===== src/rtl/mem_bus_arbiter_pkg.sv =====
// Shared types and constants for the CPU memory-bus arbiter.
// Both the top level and the grant sub-module import this package.
package mem_bus_pkg;

  typedef enum logic [1:0] {
    IDLE  = 2'd0,
    BUS_I = 2'd1,
    BUS_D = 2'd2,
    RESP  = 2'd3
  } state_t;

  typedef enum logic {
    OWN_I = 1'b0,
    OWN_D = 1'b1
  } owner_t;

  localparam logic [3:0]  FETCH_BE     = 4'hF;
  localparam logic [31:0] RESET_VECTOR = 32'hBFC00000;

  function automatic state_t bus_state(input owner_t owner);
    return (owner == OWN_D) ? BUS_D : BUS_I;
  endfunction

endpackage


===== src/rtl/mem_bus_arbiter_arb2_rr.sv =====
// Combinational two-requester grant: fixed data priority or alternation on ties.
// The caller decides when to sample the grant and when to update last_grant.
module arb2_rr
  import mem_bus_pkg::*;
#(
  parameter int PRIORITY_MODE = 0
) (
  input  logic   i_req,
  input  logic   d_req,
  input  owner_t last_grant,
  output logic   gnt_valid,
  output owner_t gnt
);

  always_comb begin
    gnt_valid = i_req | d_req;
    gnt       = OWN_I;
    if (i_req && d_req) begin
      if (PRIORITY_MODE == 1) begin
        gnt = OWN_D;
      end else begin
        gnt = (last_grant == OWN_D) ? OWN_I : OWN_D;
      end
    end else if (d_req) begin
      gnt = OWN_D;
    end
  end

endmodule


===== src/rtl/mem_bus_arbiter.sv =====
// Shares one Avalon-style memory bus between the CPU fetch port and the data port.
// One command in flight at a time, registered bus fields, waitrequest timeout abort.
module mem_bus_arbiter
  import mem_bus_pkg::*;
#(
  parameter int PRIORITY_MODE  = 0,
  parameter int TIMEOUT_CYCLES = 1024
) (
  input  logic        clk,
  input  logic        reset,
  input  logic        i_req,
  input  logic [31:0] i_addr,
  output logic [31:0] i_rdata,
  output logic        i_ack,
  input  logic        d_req,
  input  logic        d_we,
  input  logic [31:0] d_addr,
  input  logic [31:0] d_wdata,
  input  logic [3:0]  d_byteenable,
  output logic [31:0] d_rdata,
  output logic        d_ack,
  output logic        err,
  output logic [31:0] address,
  output logic        read,
  output logic        write,
  output logic [31:0] writedata,
  output logic [3:0]  byteenable,
  input  logic        waitrequest,
  input  logic [31:0] readdata
);

  localparam int            TW       = $clog2(TIMEOUT_CYCLES + 1);
  localparam logic [TW-1:0] TMO_LAST = TW'(TIMEOUT_CYCLES - 1);

  // Handshake: a port raises req with its fields stable and holds them until its
  // one-cycle ack; req is only sampled in IDLE, so the ack cycle never re-grants.
  state_t        state_q, state_d;
  owner_t        last_grant_q, last_grant_d;
  logic [TW-1:0] tmo_q, tmo_d;
  logic          we_q, we_d;
  logic [31:0]   addr_q, addr_d;
  logic [31:0]   wdata_q, wdata_d;
  logic [3:0]    be_q, be_d;
  logic [31:0]   i_rdata_q, i_rdata_d;
  logic [31:0]   d_rdata_q, d_rdata_d;
  logic          err_q, err_d;

  owner_t gnt;
  logic   gnt_valid;

  arb2_rr #(.PRIORITY_MODE(PRIORITY_MODE)) u_arb (
    .i_req      (i_req),
    .d_req      (d_req),
    .last_grant (last_grant_q),
    .gnt_valid  (gnt_valid),
    .gnt        (gnt)
  );

  always_ff @(posedge clk or posedge reset) begin
    if (reset) begin
      state_q      <= IDLE;
      last_grant_q <= OWN_D;
      tmo_q        <= '0;
      we_q         <= 1'b0;
      addr_q       <= '0;
      wdata_q      <= '0;
      be_q         <= '0;
      i_rdata_q    <= '0;
      d_rdata_q    <= '0;
      err_q        <= 1'b0;
    end else begin
      state_q      <= state_d;
      last_grant_q <= last_grant_d;
      tmo_q        <= tmo_d;
      we_q         <= we_d;
      addr_q       <= addr_d;
      wdata_q      <= wdata_d;
      be_q         <= be_d;
      i_rdata_q    <= i_rdata_d;
      d_rdata_q    <= d_rdata_d;
      err_q        <= err_d;
    end
  end

  always_comb begin
    state_d      = state_q;
    last_grant_d = last_grant_q;
    tmo_d        = tmo_q;
    we_d         = we_q;
    addr_d       = addr_q;
    wdata_d      = wdata_q;
    be_d         = be_q;
    i_rdata_d    = i_rdata_q;
    d_rdata_d    = d_rdata_q;
    err_d        = 1'b0;
    case (state_q)
      IDLE: begin
        if (gnt_valid) begin
          state_d      = bus_state(gnt);
          last_grant_d = gnt;
          tmo_d        = '0;
          if (gnt == OWN_D) begin
            we_d    = d_we;
            addr_d  = d_addr;
            wdata_d = d_wdata;
            be_d    = d_byteenable;
          end else begin
            we_d   = 1'b0;
            addr_d = i_addr;
            be_d   = FETCH_BE;
          end
        end
      end
      BUS_I, BUS_D: begin
        if (!waitrequest) begin
          state_d = RESP;
          tmo_d   = '0;
          if (!we_q) begin
            if (state_q == BUS_I) i_rdata_d = readdata;
            else                  d_rdata_d = readdata;
          end
        end else if (tmo_q == TMO_LAST) begin
          // Hung slave: abandon the command and report it with the ack.
          state_d = RESP;
          tmo_d   = '0;
          err_d   = 1'b1;
          if (state_q == BUS_I) i_rdata_d = '0;
          else                  d_rdata_d = '0;
        end else begin
          tmo_d = tmo_q + TW'(1);
        end
      end
      RESP:    state_d = IDLE;
      default: state_d = IDLE;
    endcase
  end

  always_comb begin
    read  = 1'b0;
    write = 1'b0;
    i_ack = 1'b0;
    d_ack = 1'b0;
    case (state_q)
      BUS_I: read = 1'b1;
      BUS_D: begin
        read  = ~we_q;
        write = we_q;
      end
      RESP: begin
        i_ack = (last_grant_q == OWN_I);
        d_ack = (last_grant_q == OWN_D);
      end
      default: ;
    endcase
  end

  assign err        = err_q & (state_q == RESP);
  assign address    = addr_q;
  assign writedata  = wdata_q;
  assign byteenable = be_q;
  assign i_rdata    = i_rdata_q;
  assign d_rdata    = d_rdata_q;

endmodule


===== config.mk =====
export PLATFORM = sky130hd
export DESIGN_NAME = mem_bus_arbiter
export DESIGN_NICKNAME = d
export VERILOG_FILES = /design/src/rtl/mem_bus_arbiter_pkg.sv /design/src/rtl/mem_bus_arbiter_arb2_rr.sv /design/src/rtl/mem_bus_arbiter.sv
export SDC_FILE = /design/constraint.sdc
export NUM_CORES = 1
export LEC_CHECK = 0
export CAP_MARGIN = 10
export CELL_PAD_IN_SITES_DETAIL_PLACEMENT = 0
export CELL_PAD_IN_SITES_GLOBAL_PLACEMENT = 1
export CORE_ASPECT_RATIO = 1.1
export CORE_MARGIN = 1.5
export CORE_UTILIZATION = 36
export CTS_BUF_LIST = sky130_fd_sc_hd__clkbuf_2
export DETAILED_ROUTE_END_ITERATION = 8
export PLACE_DENSITY_LB_ADDON = 0.05
export SLEW_MARGIN = 30
export SYNTH_ARGS = -nofsm -noshare
export SYNTH_HDL_FRONTEND = slang
export SYNTH_HIERARCHICAL = 1
export SYNTH_SLANG_ARGS = --single-unit

===== constraint.sdc =====
create_clock -name clk -period 9.25 [get_ports clk]
set_input_delay 0.925 -clock clk [delete_from_list [all_inputs] [get_ports clk]]
set_output_delay 0.925 -clock clk [all_outputs]
set_load 0.1 [all_outputs]

==> results by group <==
Drt
  • Routed vias/inst: approximately 5
  • DR WL/cell: ~17 um
  • # DRC: 0
  • Total number of vias: 5613
  • DRT iter0 DRCs: around 360
  • Total routed wirelength: 19500 um
  • Post-route ant nets: 0
  • DRT Pass-1 Iters: 5

Die
  • Core area: about 18000 sq um
  • IO Pins: between 200 and 300
  • Row count: 51
  • Initial Util: between 30% and 40%
  • Die Ht: 145 um
  • Die area: between 15000 and 20000 sq um
  • Die width: 132 um

Synthesis
  • Synth warnings: 6
  • Synth async-reset ratio: 100%
  • Post-synth cell types: 44
  • Synthesized cell area: between 6000 and 7000 sq um
  • Post-synth top cells: dfrtp_1, nand2_1, o21ai_0
  • Avg Cell Area, Syn: approximately 11 sq um
  • Post-Synthesis Cells: between 600 and 700
  • Post-synth EDFFs: 0
  • Sequential share of the synthesized area: 56.4%
  • Synth area leaders: dfrtp_1, a22oi_1, nand2_1, o21ai_0, mux2_2
  • Synth area leader: dfrtp_1
  • Most frequent cell after synthesis: dfrtp_1
  • Flops & latches, synth: 148
  • Synth top area share: between 50% and 60%
  • Syn nets: 756
  • Ys flop type: dfrtp_1

Placement
  • Routability cong.: 0.796
  • HPWL after DPL: about 14000 um
  • DP Cell Count: 1089
  • Post-place instance area: around 9500 sq um
  • # port buffers: 274

Critical path
  • Startpoint types: flip-flop
  • Crit path kind: reg2out
  • Worst Path Arrival: about 3100 ps
  • Req. time, crit path: 8330 ps
  • Max stage delay on crit path: 1190 ps
  • Crit path capture type: output pin
  • Critical path, cell by cell: inv_1 > ha_1 > a21boi_0 > clkdlybuf4s50_1
  • Slowest stage cell, crit path: clkdlybuf4s50_1
  • Crit-path max FO: 7

Clocking
  • Hold-fix buffers, CTS: 0
  • Clock-pin transition on the worst setup and hold timing paths: between 200 and 250 ps
  • Clock Tree Buf Depth: 2
  • TritonCTS Buffers: 17
  • H-tree Lvls: 4
  • Clock Latency Late Sink: between 700 and 800 ps
  • CTS tree: done
  • CTS sink count: around 150
  • Setup Fix Bufs, Post-CTS: 0
  • Root Driver: clkbuf_2
  • Post-CTS Resized: 0

Global route
  • Initial antenna violation count: 1
  • Global-route wire length before repair: 30600 um
  • Gr ovfl total: 0
  • Vias in the first global route: 5685
  • Pin count of the biggest net entering global routing: 78
  • Total track usage: between 20% and 30%

Layout
  • Layout cells sized above 1: 9.97%
  • Nets@finish: around 1000
  • Register area: ~3700 sq um
  • Multi-input combinational cell area: between 2000 and 3000 sq um
  • Post-layout util: a little over half
  • Finished Layout Cells: 1123
  • Design area: 9760 sq um
  • Fill count: 1556
  • Layout Area Growth over Synthesis: 48.5%

STA
  • Worst Max-Slew Pin Slew: between 1000 and 1500 ps
  • Slew Viols, Final: 0
  • Fin. Hold Viols: 0
  • RSZ-0062 raised after global routing: no
  • Rel. slew slack: 30.7%
  • Clk_skew: roughly 42 ps
  • Final setup violation count: 0
  • Final period utilization: between 40% and 50%
  • Post-layout minimum cycle time: a little over 4000 ps
  • Fmax: approximately 0.25 GHz
  • Final setup TNS: 0 ps

Flow run
  • Max Cap Viol: 0

Hold path
  • Hold crit path type: reg2reg

Outcome
  • Run status: complete, no violations
[registers in the layout, indices dropped and copies added (netlist names)]
register      count
state_q           2
writedata        32
d_rdata          32
tmo_q            11
err_q             1
i_rdata          32
last_grant_q      1
we_q              1
byteenable        4
address          32
[final timing paths]
| path | startpoint | endpoint | slack (ps) | depth (start not counted) |
|---|---|---|---|---|
| worst max-delay path | state_q[1]$_DFFE_PP0P_ | read | 5190 | 4 |
| worst min-delay path | tmo_q[10]$_DFFE_PP0P_ | err_q$_DFF_PP0_ | 500 | 1 |
| worst max register to register | state_q[1]$_DFFE_PP0P_ | writedata[0]$_DFFE_PP0P_ | 6620 | 6 |
| worst min register to register | tmo_q[10]$_DFFE_PP0P_ | err_q$_DFF_PP0_ | 500 | 1 |
| max in group asynchronous | reset | d_rdata[28]$_DFFE_PP0P_ | 7420 | 3 |
| min in group asynchronous | reset | writedata[6]$_DFFE_PP0P_ | 670 | 2 |
[kinds of logic after synthesis]
group / share of synthesized area (%)
buffers and inverters: 4.00
AOI/OAI and AO/OA: 17.3
and+or+nand+nor: 10.1
muxes: 10.7
DFF: 56.4
adders and majority gates: 0.952
xor gates and xnor gates: 0.533
[through the flow]
stage               hold slack (ps)  worst slack [ps]
global placement                458              5880
detailed placement              468              5770
CTS                             495              5110
floorplan                       427              4350
finish                          496              5190
global route                    516              4960
[critical path: cells and delay by family, from the launching register on]
kind                       cells  cell delay (ps)
adders and majority gates      1              400
buffers and inverters          2             1280
DFF                            1              500
AOI/OAI and AO/OA              1              250
[metal layers]
metal | vias up | routed length, um | GRT usage [%]
met3 | 23 | 1130 | 5.29
met5 | - | 0 | 0
met2 | 196 | 10200 | 35.9
met4 | 0 | 360 | 7.84
met1 | 2702 | 7770 | 25.0
li1 | 2692 | - | -
[layout by cell type (no fill, tap or decap), types with 5 or more instances in the layout]
cell             instances
a21oi_1                  6
a22oi_1                 66
buf_4                    7
clkbuf_2                17
clkdlybuf4s50_1        270
dfrtp_1                147
ha_1                     5
mux2_2                  32
mux2i_1                 32
nand2_1                113
nand3_1                  6
nor2_1                   6
o21ai_0                 83
o21ai_1                 19
[area by class of cell]
type | count | share of cell area (%)
flip-flops and latches | 148 | 38.0
repair buffers | 284 | 29.0
multi-input cells | 413 | 27.0
well taps | 238 | 3.05
clock inverters | 15 | 1.83
clock buffers | 17 | 0.872
inverters | 6 | 0.282
diodes | 2 | 0.0513
Power is not shown: default switching activity piles up to over one toggle a cycle in this logic, so the estimate is an artifact.
